<file path="config.mk">
export PLATFORM = sky130hd
export DESIGN_NAME = wb_regfile_flat
export DESIGN_NICKNAME = d
export VERILOG_FILES = /design/src/rtl/wb_regfile_pkg.sv /design/src/rtl/wb_regfile_if.sv /design/src/rtl/wb_regfile_wb_mux.sv /design/src/rtl/wb_regfile.sv /design/src/flat_wrapper.sv
export SDC_FILE = /design/constraint.sdc
export NUM_CORES = 2
export LEC_CHECK = 0
export ABC_CLOCK_PERIOD_IN_PS = 13500
export BUFFER_PORTS_ARGS = -buffer_cell sky130_fd_sc_hd__buf_4
export CAP_MARGIN = 40
export CORE_ASPECT_RATIO = 1.1
export CORE_MARGIN = 4
export CORE_UTILIZATION = 40
export CTS_CLUSTER_SIZE = 16
export DETAILED_ROUTE_END_ITERATION = 8
export SYNTH_ARGS = -nofsm -noshare
export SYNTH_HDL_FRONTEND = slang
export SYNTH_HIERARCHICAL = 1
export SYNTH_SLANG_ARGS = --single-unit
export TNS_END_PERCENT = 10
</file>
<file path="constraint.sdc">
create_clock -name clk -period 13.5 [get_ports clk]
set_clock_uncertainty 0.15 [all_clocks]
set_input_delay 4.05 -clock clk [delete_from_list [all_inputs] [get_ports clk]]
set_output_delay 4.05 -clock clk [all_outputs]
set_load 0.02 [all_outputs]
</file>
<file path="src/rtl/wb_regfile_pkg.sv">
// rtl/wb_regfile_pkg.sv - shared widths and register-file constants for the writeback stage
package wb_regfile_pkg;

  localparam int REG_COUNT  = 32;
  localparam int REG_ZERO   = 0;
  localparam int DEF_DATA_W = 32;
  localparam int DEF_ADDR_W = $clog2(REG_COUNT);
  localparam int DEF_CNT_W  = 32;

endpackage

</file>
<file path="src/rtl/wb_regfile_if.sv">
// rtl/wb_regfile_if.sv - MEM/WB writeback bundle, ID read ports and debug port
interface wb_regfile_if #(
  parameter int DATA_W = wb_regfile_pkg::DEF_DATA_W,
  parameter int ADDR_W = wb_regfile_pkg::DEF_ADDR_W,
  parameter int CNT_W  = wb_regfile_pkg::DEF_CNT_W
);

  logic              WWREG;
  logic              WM2REG;
  logic [DATA_W-1:0] WB_DATA;
  logic [DATA_W-1:0] WB_MEM_A;
  logic [ADDR_W-1:0] WB_REG_ADDR;
  logic [ADDR_W-1:0] RS_ADDR;
  logic [ADDR_W-1:0] RT_ADDR;
  logic [DATA_W-1:0] RS_DATA;
  logic [DATA_W-1:0] RT_DATA;
  logic [ADDR_W-1:0] DBG_ADDR;
  logic [DATA_W-1:0] DBG_DATA;
  logic [DATA_W-1:0] WB_VALUE;
  logic [CNT_W-1:0]  WB_COUNT;

  modport master (
    output WWREG, WM2REG, WB_DATA, WB_MEM_A, WB_REG_ADDR, RS_ADDR, RT_ADDR, DBG_ADDR,
    input  RS_DATA, RT_DATA, DBG_DATA, WB_VALUE, WB_COUNT
  );

  modport slave (
    input  WWREG, WM2REG, WB_DATA, WB_MEM_A, WB_REG_ADDR, RS_ADDR, RT_ADDR, DBG_ADDR,
    output RS_DATA, RT_DATA, DBG_DATA, WB_VALUE, WB_COUNT
  );

endinterface

</file>
<file path="src/rtl/wb_regfile_wb_mux.sv">
// rtl/wb_regfile_wb_mux.sv - 2:1 writeback value select, shared with the EX forwarding unit
module wb_mux #(
  parameter int DATA_W = wb_regfile_pkg::DEF_DATA_W
) (
  input  logic              sel_load_i,
  input  logic [DATA_W-1:0] load_data_i,
  input  logic [DATA_W-1:0] alu_data_i,
  output logic [DATA_W-1:0] value_o
);

  assign value_o = sel_load_i ? load_data_i : alu_data_i;

endmodule

</file>
<file path="src/rtl/wb_regfile.sv">
// rtl/wb_regfile.sv - general register file with write-before-read bypass, debug port and write counter
module wb_regfile
  import wb_regfile_pkg::*;
#(
  parameter int DATA_W = DEF_DATA_W,
  parameter int ADDR_W = DEF_ADDR_W,
  parameter int CNT_W  = DEF_CNT_W
) (
  input  logic        clk,
  input  logic        rst,
  wb_regfile_if.slave bus
);

  localparam int                NREGS    = 2 ** ADDR_W;
  localparam logic [ADDR_W-1:0] ZERO_IDX = ADDR_W'(REG_ZERO);

  logic [DATA_W-1:0] regs_q [NREGS];
  logic [DATA_W-1:0] dbg_q;
  logic [DATA_W-1:0] dbg_d;
  logic [CNT_W-1:0]  cnt_q;
  logic [CNT_W-1:0]  cnt_d;
  logic [DATA_W-1:0] wb_value;
  logic [DATA_W-1:0] rs_data;
  logic [DATA_W-1:0] rt_data;
  logic              commit;

  wb_mux #(.DATA_W(DATA_W)) u_wb_mux (
    .sel_load_i  (bus.WM2REG),
    .load_data_i (bus.WB_DATA),
    .alu_data_i  (bus.WB_MEM_A),
    .value_o     (wb_value)
  );

  // WWREG gates first so an unknown index with writeback disabled never commits
  assign commit = bus.WWREG && (bus.WB_REG_ADDR != ZERO_IDX);

  always_comb begin
    rs_data = regs_q[bus.RS_ADDR];
    if (bus.RS_ADDR == ZERO_IDX) begin
      rs_data = '0;
    end else if (commit && (bus.WB_REG_ADDR == bus.RS_ADDR)) begin
      rs_data = wb_value;
    end
  end

  always_comb begin
    rt_data = regs_q[bus.RT_ADDR];
    if (bus.RT_ADDR == ZERO_IDX) begin
      rt_data = '0;
    end else if (commit && (bus.WB_REG_ADDR == bus.RT_ADDR)) begin
      rt_data = wb_value;
    end
  end

  always_comb begin
    cnt_d = cnt_q;
    if (commit) begin
      cnt_d = cnt_q + CNT_W'(1);
    end
    dbg_d = (bus.DBG_ADDR == ZERO_IDX) ? '0 : regs_q[bus.DBG_ADDR];
  end

  always_ff @(posedge clk) begin
    if (rst) begin
      for (int i = 0; i < NREGS; i++) begin
        regs_q[i] <= '0;
      end
      dbg_q <= '0;
      cnt_q <= '0;
    end else begin
      dbg_q <= dbg_d;
      cnt_q <= cnt_d;
      if (commit) begin
        regs_q[bus.WB_REG_ADDR] <= wb_value;
      end
    end
  end

  assign bus.RS_DATA  = rs_data;
  assign bus.RT_DATA  = rt_data;
  assign bus.DBG_DATA = dbg_q;
  assign bus.WB_VALUE = wb_value;
  assign bus.WB_COUNT = cnt_q;

endmodule
</file>
<file path="src/flat_wrapper.sv">
// flat-port wrapper written by rule: the top's interface ports become plain ports
module wb_regfile_flat import wb_regfile_pkg::*;
#(
  parameter int DATA_W = DEF_DATA_W,
  parameter int ADDR_W = DEF_ADDR_W,
  parameter int CNT_W  = DEF_CNT_W
)
  (clk, rst, bus_WWREG, bus_WM2REG, bus_WB_DATA, bus_WB_MEM_A, bus_WB_REG_ADDR, bus_RS_ADDR, bus_RT_ADDR, bus_DBG_ADDR, bus_RS_DATA, bus_RT_DATA, bus_DBG_DATA, bus_WB_VALUE, bus_WB_COUNT);
  wb_regfile_if #(.DATA_W(DATA_W), .ADDR_W(ADDR_W), .CNT_W(CNT_W)) bus_i ();
  input  logic clk;
  input  logic rst;
  input wire logic [$bits(bus_i.WWREG)-1:0] bus_WWREG;
  input wire logic [$bits(bus_i.WM2REG)-1:0] bus_WM2REG;
  input wire logic [$bits(bus_i.WB_DATA)-1:0] bus_WB_DATA;
  input wire logic [$bits(bus_i.WB_MEM_A)-1:0] bus_WB_MEM_A;
  input wire logic [$bits(bus_i.WB_REG_ADDR)-1:0] bus_WB_REG_ADDR;
  input wire logic [$bits(bus_i.RS_ADDR)-1:0] bus_RS_ADDR;
  input wire logic [$bits(bus_i.RT_ADDR)-1:0] bus_RT_ADDR;
  input wire logic [$bits(bus_i.DBG_ADDR)-1:0] bus_DBG_ADDR;
  output wire logic [$bits(bus_i.RS_DATA)-1:0] bus_RS_DATA;
  output wire logic [$bits(bus_i.RT_DATA)-1:0] bus_RT_DATA;
  output wire logic [$bits(bus_i.DBG_DATA)-1:0] bus_DBG_DATA;
  output wire logic [$bits(bus_i.WB_VALUE)-1:0] bus_WB_VALUE;
  output wire logic [$bits(bus_i.WB_COUNT)-1:0] bus_WB_COUNT;
  assign bus_i.WWREG = bus_WWREG;
  assign bus_i.WM2REG = bus_WM2REG;
  assign bus_i.WB_DATA = bus_WB_DATA;
  assign bus_i.WB_MEM_A = bus_WB_MEM_A;
  assign bus_i.WB_REG_ADDR = bus_WB_REG_ADDR;
  assign bus_i.RS_ADDR = bus_RS_ADDR;
  assign bus_i.RT_ADDR = bus_RT_ADDR;
  assign bus_i.DBG_ADDR = bus_DBG_ADDR;
  assign bus_RS_DATA = bus_i.RS_DATA;
  assign bus_RT_DATA = bus_i.RT_DATA;
  assign bus_DBG_DATA = bus_i.DBG_DATA;
  assign bus_WB_VALUE = bus_i.WB_VALUE;
  assign bus_WB_COUNT = bus_i.WB_COUNT;
  wb_regfile #(.DATA_W(DATA_W), .ADDR_W(ADDR_W), .CNT_W(CNT_W)) u_core (.clk(clk), .rst(rst), .bus(bus_i));
endmodule
</file>
==> run metrics <==
status finished, violations left; failing checks DRC; Hold WC Path Type reg -> reg; share of cells above drive strength 1 28.1%; htree depth 3; placed wire-length estimate roughly 160000 um; Core ar. 0.166 mm2; worst IR drop on VDD 112 uV; clock root buffer clkbuf_16; Post-CTS Setup Repair Bufs 0; first-pass GRT wire length around 380000 um; post-cts hold buffer count 0; Buffers on Ports 247; Post-Syn Area roughly 0.067 mm2; reg2reg setup slack ~11 ns; Pre-Repair DR Iteration Count 8; launching point of the worst reg2reg path u_core/bus.WB_COUNT[8]; vias 48972; die span in y between 400 and 500 um; Yosys top cell area share 46.0%; initial drt markers around 8400; cell area after layout 0.0755 mm2; Final Hold Fails 0; nets@finish 4907; Fill cells 14607; DR WL/cell 39.1 um; Clock transition at path regs 0.05 ns; die area 0.174 mm2; Worst Tran Pin Value 0.988 ns; Final Max Tran Viols 0; final WL 281000 um; gr usage total approximately a third; initial antenna violation count 37; post-placement setup slack 1.78 ns; Via density 6.81; power density over cell area 119 mW/mm2; CTS Sinks 1088; max-cap violations 0; # DRC 1; Avg Cell Area, Syn 14.0 um2; Post-synth top flop edfxtp_1; largest net degree at the start of global routing ~110; TritonCTS buffer count 120; RSZ-0062 raised after global routing no; Multi-input gate area 0.0325 mm2; Synth warnings 6; CP startpoint kind input port; async set-or-reset flop fraction in the synthesized netlist 0%; post-synthesis cell type count 63; total leakage power 0.0262 uW; Yosys reg bits 1088; reg2reg path depth 6; Overflow after GRT 0; global placer's final weighted congestion between 0.8 and 0.9; post_cts resized 0; biggest area consumer among synthesized cells edfxtp_1; RR Endpoint u_core/bus.WB_COUNT[27]; crit path kind in -> out; crit path from bus_RS_ADDR[2]; CP Data Arrival Time 7.75 ns; Core Rows 157; die width 398 um; Tcrit/Tclk final approximately nine tenths; Worst Path Max Fanout 43; worst-skew pair later-pin latency around 0.79 ns; Area after DPL 0.0714 mm2; CP endpoint kind output port; vias in the first global route 47242; clk buf depth 3; slew margin rel. between 30 and 40%; final setup violation count 0; sequential fraction of the synthesis area 48.0%; Setup TNS Final 0 ns; DRT antenna net count 0; EDFF count, synth around 1000; post-synthesis cell count 4778; crit path capture bus_RS_DATA[14]; Req. time, crit path between 9 and 10 ns; CTS tree done; Ports 248; fmax 83.6 MHz; area delta synth->final 13.0%; Seq. cell area between 0.03 and 0.04 mm2; post-layout worst setup margin 1.55 ns; Initial Util 40.2%; Synth area leaders edfxtp_1 (46%), mux4_2 (20%), and2_1 (9.0%), mux2i_1 (5.2%), clkbuf_1 (2.0%); fin crit period between 10 and 15 ns
[where the power goes]
group,internal (uW),switching (uW)
Clock,1930,1470
Combinational,642,935
Sequential,3880,134
[routing by layer]
metal  global-route usage [%]  wire length [um]
met1                     41.0             99200
met2                     47.0            125000
met3                     9.50             39000
met4                     18.3             17800
met5                        0                26
[flip-flops by register name, summed over array words and instances (netlist names)]
name	cells
u_core/bus.DBG_DATA	32
u_core/regs_q	1024
u_core/bus.WB_COUNT	32
[critical path, stage by stage]
cell,delay (ns)
buf_6,0.29
nor2_1,0.50
nor4b_2,0.76
or2_2,0.85
a21oi_1,0.11
a211oi_1,0.81
a21oi_1,0.12
buf_4,0.22
[Yosys cell counts (27+ instances only)]
cell / instances
a211oi_1: 62
a21oi_1: 184
a221oi_1: 46
a22oi_1: 40
and2_1: 962
buf_1: 27
buf_2: 85
buf_6: 34
clkbuf_1: 347
dfxtp_1: 64
edfxtp_1: 1024
mux2_2: 73
mux2_4: 30
mux2i_1: 349
mux4_1: 30
mux4_2: 607
nand2_1: 54
nor2_1: 86
nor2b_1: 36
nor3_1: 69
nor3b_1: 36
o21a_1: 33
o21ai_0: 107
o21ai_1: 28
o221ai_1: 64
o22ai_1: 67
or2_2: 33
xor2_1: 27
[final cells by class]
class                   count  share of cell area (%)
diodes                     44                   0.146
flip-flops and latches   1088                    42.4
repair buffers            412                    5.30
clock buffers             146                    4.18
clock inverters            76                    1.06
multi-input cells        3184                    43.1
well taps                2226                    3.69
inverters                  12                  0.0597
[cell usage in the layout, fill, tap and decap left out, types with 36 or more instances in the layout]
| cell | n |
|---|---|
| mux2_2 | 73 |
| a21oi_1 | 183 |
| clkbuf_16 | 122 |
| dfxtp_1 | 64 |
| o221ai_1 | 64 |
| mux2i_1 | 349 |
| edfxtp_1 | 1024 |
| mux4_2 | 607 |
| and2_1 | 962 |
| a211oi_1 | 61 |
| a22oi_1 | 40 |
| buf_4 | 347 |
| diode_2 | 44 |
| o22ai_1 | 67 |
| a221oi_1 | 46 |
| nor2_1 | 55 |
| nand2_1 | 54 |
| nor3b_1 | 36 |
| nor3_1 | 69 |
| o21ai_0 | 107 |
[per-stage QoR]
step                      power [uW]  cells  hold WS [ns]  utilization (%)
after floorplan                 4980   4809         0.404                -
after global placement          5570   6881         0.341             42.4
after detailed placement        5610   6922         0.353             43.0
after CTS                       8960   7144         0.363             45.3
after global routing            9190   7163         0.388             45.4
final                           8980   7188         0.361             45.4
[worst min-delay path by stage]
stage | from | slack [ns] | cells past startpoint | endpoint
global route | u_core/bus.WB_COUNT[1] | 0.39 | 2 | u_core/bus.WB_COUNT[1]
global placement | u_core/bus.WB_COUNT[6] | 0.34 | 2 | u_core/bus.WB_COUNT[6]
floorplan | u_core/bus.WB_COUNT[1] | 0.40 | 2 | u_core/bus.WB_COUNT[1]
finish | u_core/bus.WB_COUNT[1] | 0.36 | 2 | u_core/bus.WB_COUNT[1]
CTS | u_core/bus.WB_COUNT[1] | 0.36 | 2 | u_core/bus.WB_COUNT[1]
detailed placement | u_core/bus.WB_COUNT[1] | 0.35 | 2 | u_core/bus.WB_COUNT[1]
[kinds of logic after synthesis]
group                      after synthesis  share of synthesized area [%]
AOI/OAI and AO/OA                      677                           6.63
and+or+nand+nor                       1346                           12.1
muxes                                 1089                           28.8
buffers and inverters                  537                           4.00
other                                    1                        0.00562
adders and majority gates                1                         0.0187
xor gates and xnor gates                39                          0.512
DFF                                   1088                           48.0
Power figures use the tool's default switching activity.
